File: src/rtl/mem_arb_pkg.sv
// Types and constants for the IF/MEM memory port arbiter.
package mem_arb_pkg;

  typedef enum logic [1:0] {
    ST_IDLE,
    ST_FETCH,
    ST_DATA,
    ST_RESP
  } arb_state_e;

  typedef enum logic {
    OWN_IF,
    OWN_MEM
  } owner_e;

  localparam logic [3:0] BE_WORD = 4'b1111;
  localparam logic [3:0] BE_HALF = 4'b0011;
  localparam logic [3:0] BE_BYTE = 4'b0001;

endpackage

File: src/rtl/mem_defs_pkg.sv
// Shared memory access encodings: access size codes and load sign codes.
package mem_defs_pkg;

  localparam logic [2:0] Byte = 3'd0;
  localparam logic [2:0] Half = 3'd1;
  localparam logic [2:0] Word = 3'd2;

  localparam logic Signed   = 1'b1;
  localparam logic Unsigned = 1'b0;

endpackage

File: src/rtl/mem_lane_steer.sv
// Combinational lane steering: byte enables and store replication for the
// outgoing access, lane select plus sign/zero extension for load data.
module mem_lane_steer
  import mem_defs_pkg::*;
  import mem_arb_pkg::*;
(
  input  logic [2:0]  size_i,
  input  logic        sign_i,
  input  logic [1:0]  lane_i,
  input  logic [31:0] wdata_i,
  input  logic [31:0] rdata_i,
  output logic [3:0]  be_o,
  output logic [31:0] wdata_o,
  output logic [31:0] rdata_o
);

  logic [7:0]  byte_sel;
  logic [15:0] half_sel;

  always_comb begin
    case (lane_i)
      2'd0:    byte_sel = rdata_i[7:0];
      2'd1:    byte_sel = rdata_i[15:8];
      2'd2:    byte_sel = rdata_i[23:16];
      default: byte_sel = rdata_i[31:24];
    endcase
  end

  // Half accesses ignore lane_i[0]; only the upper/lower half is selectable.
  assign half_sel = lane_i[1] ? rdata_i[31:16] : rdata_i[15:0];

  always_comb begin
    be_o    = BE_WORD;
    wdata_o = wdata_i;
    rdata_o = rdata_i;
    case (size_i)
      Byte: begin
        be_o    = BE_BYTE << lane_i;
        wdata_o = {4{wdata_i[7:0]}};
        rdata_o = (sign_i == Signed) ? {{24{byte_sel[7]}}, byte_sel}
                                     : {24'd0, byte_sel};
      end
      Half: begin
        be_o    = BE_HALF << {lane_i[1], 1'b0};
        wdata_o = {2{wdata_i[15:0]}};
        rdata_o = (sign_i == Signed) ? {{16{half_sel[15]}}, half_sel}
                                     : {16'd0, half_sel};
      end
      default: ;
    endcase
  end

endmodule

File: src/rtl/mem_port_arbiter.sv
// Arbitrates one variable-latency memory port between instruction fetch and
// the data stage. Optional MISALIGN_CHECK_EN rejects misaligned data accesses.
//
//   state    | meaning
//   ST_IDLE  | no access in flight; grant data first, then fetch
//   ST_FETCH | word read for IF outstanding, Mem_req_o held
//   ST_DATA  | load/store for MEM outstanding, Mem_req_o held
//   ST_RESP  | owner's valid pulses; no grant this cycle
module mem_port_arbiter
  import mem_defs_pkg::*;
  import mem_arb_pkg::*;
#(
  parameter int ADDR_W = 32
) (
  input  logic              clk_i,
  input  logic              rst_i,
  input  logic              IF_req_i,
  input  logic [ADDR_W-1:0] IF_addr_i,
  output logic              IF_valid_o,
  output logic [31:0]       IF_rdata_o,
  input  logic              MEM_req_i,
  input  logic              MEM_we_i,
  input  logic [ADDR_W-1:0] MEM_addr_i,
  input  logic [2:0]        MEM_size_i,
  input  logic              MEM_sign_i,
  input  logic [31:0]       MEM_wdata_i,
  output logic              MEM_valid_o,
  output logic [31:0]       MEM_rdata_o,
  output logic              Misalign_o,
  output logic              Stall_IF_o,
  output logic              Stall_MEM_o,
  output logic              Mem_req_o,
  output logic              Mem_we_o,
  output logic [3:0]        Mem_be_o,
  output logic [ADDR_W-1:0] Mem_addr_o,
  output logic [31:0]       Mem_wdata_o,
  input  logic [31:0]       Mem_rdata_i,
  input  logic              Mem_ready_i
);

  arb_state_e        state_q;
  owner_e            owner_q;
  logic [ADDR_W-1:0] addr_q;
  logic              we_q;
  logic [3:0]        be_q;
  logic [31:0]       wdata_q;
  logic [2:0]        size_q;
  logic              sign_q;
  logic [1:0]        lane_q;
  logic              mem_req_q;
  logic              if_valid_q;
  logic              mem_valid_q;
  logic [31:0]       if_rdata_q;
  logic [31:0]       mem_rdata_q;

  logic [2:0]  st_size;
  logic        st_sign;
  logic [1:0]  st_lane;
  logic [3:0]  st_be;
  logic [31:0] st_wdata;
  logic [31:0] st_rdata;
  logic        misalign_now;
  logic        if_addr_unused;

  assign if_addr_unused = ^IF_addr_i[1:0];

  // In IDLE the steer shapes the incoming request; afterwards it extends load data.
  assign st_size = (state_q == ST_IDLE) ? MEM_size_i       : size_q;
  assign st_sign = (state_q == ST_IDLE) ? MEM_sign_i       : sign_q;
  assign st_lane = (state_q == ST_IDLE) ? MEM_addr_i[1:0]  : lane_q;

  mem_lane_steer u_steer (
    .size_i  (st_size),
    .sign_i  (st_sign),
    .lane_i  (st_lane),
    .wdata_i (MEM_wdata_i),
    .rdata_i (Mem_rdata_i),
    .be_o    (st_be),
    .wdata_o (st_wdata),
    .rdata_o (st_rdata)
  );

`ifdef MISALIGN_CHECK_EN
  logic misalign_q;
  assign misalign_now = ((MEM_size_i == Word) && (MEM_addr_i[1:0] != 2'b00)) ||
                        ((MEM_size_i == Half) && MEM_addr_i[0]);
  assign Misalign_o   = misalign_q;
`else
  assign misalign_now = 1'b0;
  assign Misalign_o   = 1'b0;
`endif

  always_ff @(posedge clk_i or posedge rst_i) begin
    if (rst_i) begin
      state_q     <= ST_IDLE;
      owner_q     <= OWN_IF;
      addr_q      <= '0;
      we_q        <= 1'b0;
      be_q        <= '0;
      wdata_q     <= '0;
      size_q      <= '0;
      sign_q      <= 1'b0;
      lane_q      <= '0;
      mem_req_q   <= 1'b0;
      if_valid_q  <= 1'b0;
      mem_valid_q <= 1'b0;
      if_rdata_q  <= '0;
      mem_rdata_q <= '0;
`ifdef MISALIGN_CHECK_EN
      misalign_q  <= 1'b0;
`endif
    end else begin
      if_valid_q  <= 1'b0;
      mem_valid_q <= 1'b0;
`ifdef MISALIGN_CHECK_EN
      misalign_q  <= 1'b0;
`endif
      case (state_q)
        ST_IDLE: begin
          if (MEM_req_i) begin
            owner_q <= OWN_MEM;
            addr_q  <= {MEM_addr_i[ADDR_W-1:2], 2'b00};
            we_q    <= MEM_we_i;
            be_q    <= st_be;
            wdata_q <= MEM_we_i ? st_wdata : 32'd0;
            size_q  <= MEM_size_i;
            sign_q  <= MEM_sign_i;
            lane_q  <= MEM_addr_i[1:0];
            if (misalign_now) begin
              state_q     <= ST_RESP;
              mem_valid_q <= 1'b1;
              mem_rdata_q <= '0;
`ifdef MISALIGN_CHECK_EN
              misalign_q  <= 1'b1;
`endif
            end else begin
              state_q   <= ST_DATA;
              mem_req_q <= 1'b1;
            end
          end else if (IF_req_i) begin
            owner_q   <= OWN_IF;
            addr_q    <= {IF_addr_i[ADDR_W-1:2], 2'b00};
            we_q      <= 1'b0;
            be_q      <= BE_WORD;
            wdata_q   <= '0;
            state_q   <= ST_FETCH;
            mem_req_q <= 1'b1;
          end
        end
        ST_FETCH, ST_DATA: begin
          if (Mem_ready_i) begin
            mem_req_q <= 1'b0;
            state_q   <= ST_RESP;
            if (owner_q == OWN_IF) begin
              if_rdata_q <= Mem_rdata_i;
              if_valid_q <= 1'b1;
            end else begin
              mem_rdata_q <= we_q ? 32'd0 : st_rdata;
              mem_valid_q <= 1'b1;
            end
          end
        end
        ST_RESP: state_q <= ST_IDLE;
        default: state_q <= ST_IDLE;
      endcase
    end
  end

  assign IF_valid_o  = if_valid_q;
  assign IF_rdata_o  = if_rdata_q;
  assign MEM_valid_o = mem_valid_q;
  assign MEM_rdata_o = mem_rdata_q;
  assign Mem_req_o   = mem_req_q;
  assign Mem_we_o    = we_q;
  assign Mem_be_o    = be_q;
  assign Mem_addr_o  = addr_q;
  assign Mem_wdata_o = wdata_q;
  assign Stall_IF_o  = IF_req_i & ~IF_valid_o;
  assign Stall_MEM_o = MEM_req_i & ~MEM_valid_o;

endmodule

File: config.mk
export PLATFORM = sky130hd
export DESIGN_NAME = mem_port_arbiter
export DESIGN_NICKNAME = d
export VERILOG_FILES = /design/src/rtl/mem_arb_pkg.sv /design/src/rtl/mem_defs_pkg.sv /design/src/rtl/mem_lane_steer.sv /design/src/rtl/mem_port_arbiter.sv
export SDC_FILE = /design/constraint.sdc
export NUM_CORES = 1
export LEC_CHECK = 0
export ABC_AREA = 1
export BUFFER_PORTS_ARGS = -buffer_cell sky130_fd_sc_hd__buf_4
export CORE_ASPECT_RATIO = 1.1
export CORE_MARGIN = 10
export CORE_UTILIZATION = 52
export CTS_BUF_LIST = sky130_fd_sc_hd__clkbuf_4 sky130_fd_sc_hd__clkbuf_8 sky130_fd_sc_hd__clkbuf_16
export DETAILED_ROUTE_END_ITERATION = 16
export GPL_ROUTABILITY_DRIVEN = 0
export HOLD_SLACK_MARGIN = 0.15
export PLACE_DENSITY = 0.86
export RECOVER_POWER = 50
export SLEW_MARGIN = 20
export SYNTH_ARGS = -nofsm -noshare
export SYNTH_HDL_FRONTEND = slang
export SYNTH_SLANG_ARGS = --single-unit
File: constraint.sdc
create_clock -name clk_i -period 11.8 [get_ports clk_i]
set_clock_uncertainty 0.2 [all_clocks]
set_input_delay 0 -clock clk_i [delete_from_list [all_inputs] [get_ports clk_i]]
set_output_delay 0 -clock clk_i [all_outputs]
set_load 0.02 [all_outputs]
==> impl_metrics.tcl <==
set metrics [dict create \
    max_slew_margin_pct -169 \
    cp_max_fo 90 \
    areaGrowthSynthToFinish_pct 62.4 \
    routed_wire_length_per_instance_um 24.6 \
    clock-root-buffer "clkbuf_16" \
    detail_route.vias_per_cell 6.19 \
    multiInputGateArea_sq_mm 0.00252 \
    grt_first_pass_wirelength_um 51400 \
    maxSlewViolCount 91 \
    setup_violators_final 0 \
    worst_hold_path_class "in -> reg" \
    most_common_cell_in_the_netlist "nand2_1" \
    grt_max_degree 91 \
    drt_iter0_drc 1290 \
    numClockSinks 143 \
    fin_setup_tns_ns 0 \
    synth-edff-count 0 \
    start_kind "primary input" \
    reg2reg_slack_ns 7.88 \
    hold-path-cell-count 4 \
    core_area_sq_mm 0.0121 \
    clk_pin_slew_worst_paths_ns 0.06 \
    ios 277 \
    timing.critical_path.to_type "asynchronous set/reset pin" \
    p_per_area_mw_per_mm2 285 \
    rows 42 \
    area.sequential_sq_mm 0.00358 \
    p_switching_uw 1430 \
    grt_setup_unrepaired "no" \
    dpl_cell_area_sq_mm 0.00854 \
    drc 0 \
    tightestPinTransition_ns 4.01 \
    min-delay-start "MEM_addr_i[29]" \
    synth-main-ff-cell "dfrtp_1" \
    synth.largest_area_cell "dfrtp_1" \
    route.vias.total 8510 \
    initial_core_util_pct 53.4 \
    cp.arrival_ns 4.42 \
    r2r.worst_path.cells 9 \
    p_comb_share_pct 50.6 \
    worst_r2r_endpoint "Mem_wdata_o[30]$_DFFE_PP0P_" \
    post_detailed_placement_half_perimeter_wirelength_um 16500 \
    finalHoldViolCount 0 \
    overflow_left_after_global_routing 0 \
    leakage_uw 0.00493 \
    fp.dieH_um 137 \
    violated_checks "capacitance limit, slew limit" \
    initial_antenna_violation_count 4 \
    tritoncts.num_buffers 17 \
    synthesized_instance_count 773 \
    globalRouteTotalUtil_pct 38.2 \
    critical_path_required_ns 12.08 \
    cts.htree.levels 4 \
    max_clock_freq_mhz 241 \
    synth.top_cells.by_area "dfrtp_1 55%, nand2_1 16%, o21ai_0 8.1%, a31oi_1 3.1%, nor2_1 2.9%" \
    final_area_sq_mm 0.0105 \
    run_status "finished with violations" \
    die_w_um 126 \
    synth_cell_type_count 30 \
    power_report.internal_total_uw 1560 \
    post_synth_instance_area_sq_mm 0.00646 \
    switching_share_pct 47.7 \
    async_reset_ff_share_pct 100 \
    hold_slack_ns 0.203 \
    power.share.clock_pct 20.8 \
    power.sequential.fraction_pct 28.6 \
    period_share_pct 35.2 \
    min_period_ns 4.15 \
    drtAntennaViolNets 0 \
    clk_path_buf_depth 2 \
    postSynthAreaPerCell_sq_um 8.36 \
    synth_top_area_share_pct 55.4 \
    drv_cap 1 \
    timing.setup.critical_path_class "in -> async" \
    final.fill_count 647 \
    peakVddDrop_uv 163 \
    design.die.area_sq_mm 0.0173 \
    num-nets-final 1343 \
    yosysWarnings 0 \
    first_global_vias 8973 \
    synth.ff_latch_count 143 \
    yosysSeqAreaShare_pct 55.4 \
    port_buffers 271 \
    hold_path_end "Mem_addr_o[29]$_DFFE_PP0P_" \
    drt-pass1-iter-count 7 \
    clock_tree_from_tritoncts "built" \
    synth.cells.most_frequent "276 x nand2_1, 143 x dfrtp_1, 105 x o21ai_0" \
    clk-insertion-delay-late_ns 0.43 \
    post_route_cells_drive_above_1_share_pct 16.1 \
    wirelength_um 33800 \
    rr_startpoint "state_q[1]$_DFFE_PP0P_" \
]
## how the worst max path moves through the flow
stage / end / from / cells past startpoint
6_report: Mem_wdata_o[15]$_DFFE_PP0P_ / rst_i / 5
5_1_grt: Mem_wdata_o[15]$_DFFE_PP0P_ / rst_i / 5
3_3_place_gp: MEM_rdata_o[27]$_DFFE_PP0P_ / state_q[0]$_DFFE_PP0P_ / 9
3_5_place_dp: MEM_rdata_o[28]$_DFFE_PP0P_ / state_q[0]$_DFFE_PP0P_ / 9
4_1_cts: Mem_wdata_o[29]$_DFFE_PP0P_ / state_q[0]$_DFFE_PP0P_ / 9
2_1_floorplan: IF_rdata_o[0]$_DFFE_PP0P_ / rst_i / 1
## final cells by class
cell class | count | area share [%]
diodes | 3 | 0.0716
clock buffers | 18 | 4.19
clock inverters | 14 | 2.17
inverters | 44 | 1.59
multi-input cells | 542 | 24.0
flip-flops and latches | 143 | 34.1
well taps | 154 | 1.84
repair buffers | 456 | 32.0
## logic make-up after synthesis
kind of cell	Yosys count	synth area share, %
other cells	1	0.0581
buf+inv	90	5.85
flops	143	55.4
simple gates	351	21.5
fa+ha+maj	1	0.194
compound gates	187	17.0
## state kept, by name, summed over array words and instances, names as in the netlist
name and count:
Mem_req_o 1, MEM_valid_o 1, Mem_we_o 1, MEM_rdata_o 32
Mem_addr_o 30, owner_q 1, Mem_be_o 4, IF_rdata_o 32
lane_q 2, Mem_wdata_o 32, state_q 2, size_q 3
sign_q 1, IF_valid_o 1
## per-layer routing
layer | vias to the layer above | routed length (um) | track usage [%] | part of all wire (%)
li1 | 3395 | - | - | -
met1 | 3917 | 10500 | 39.4 | 31
met2 | 924 | 16000 | 63.7 | 47
met3 | 274 | 4420 | 13.6 | 13
met4 | 0 | 2930 | 27.4 | 8.7
met5 | - | 0 | 0 | 0
## critical path: stages
cell and delay (ns):
dlygate4sd3_1 0.53, clkbuf_4 0.14, dlygate4sd3_1 0.57, clkinvlp_2 2.26, buf_4 0.88
## power by group through the flow
stage / Combinational (uW) / Clock, uW / Sequential [uW]
6_report: 1510 / 624 / 855
5_1_grt: 1600 / 638 / 867
3_3_place_gp: 1330 / 0 / 815
3_5_place_dp: 1350 / 0 / 828
2_1_floorplan: 577 / 0 / 1050
4_1_cts: 1530 / 609 / 822
## per-stage QoR
step / utilization, % / total power (uW) / instances / setup slack [ns]
after global routing: 86.8 / 3110 / 1374 / 7.07
after CTS: 91.0 / 2960 / 1371 / 8.28
after detailed placement: 70.7 / 2180 / 1160 / 8.72
final: 86.8 / 2990 / 1374 / 7.65
after global placement: 70.7 / 2140 / 1160 / 8.84
after floorplan: - / 1630 / 775 / 7.76
## layout by cell type, fill, tap and decap left out, types with 11 or more instances in the layout
| master | netlist | final |
|---|---|---|
| inv_1 | 41 | 40 |
| buf_4 | 3 | 139 |
| nand2_1 | 276 | 276 |
| nand3_1 | 12 | 12 |
| clkbuf_16 | 0 | 17 |
| nor2_1 | 50 | 50 |
| a31oi_1 | 32 | 32 |
| dfrtp_1 | 143 | 143 |
| clkbuf_1 | 30 | 137 |
| o21ai_2 | 11 | 11 |
| dlygate4sd3_1 | 0 | 179 |
| o21ai_0 | 105 | 105 |
## timing repair
| action | 4_1_cts | 5_1_grt |
|---|---|---|
| setup buffers | 0 | 0 |
| hold endpoints to repair | 230 | 0 |
| resized for setup | 0 | 0 |
| hold buffers | 179 | 0 |
Note: power is estimated with default switching activity, not from simulation.
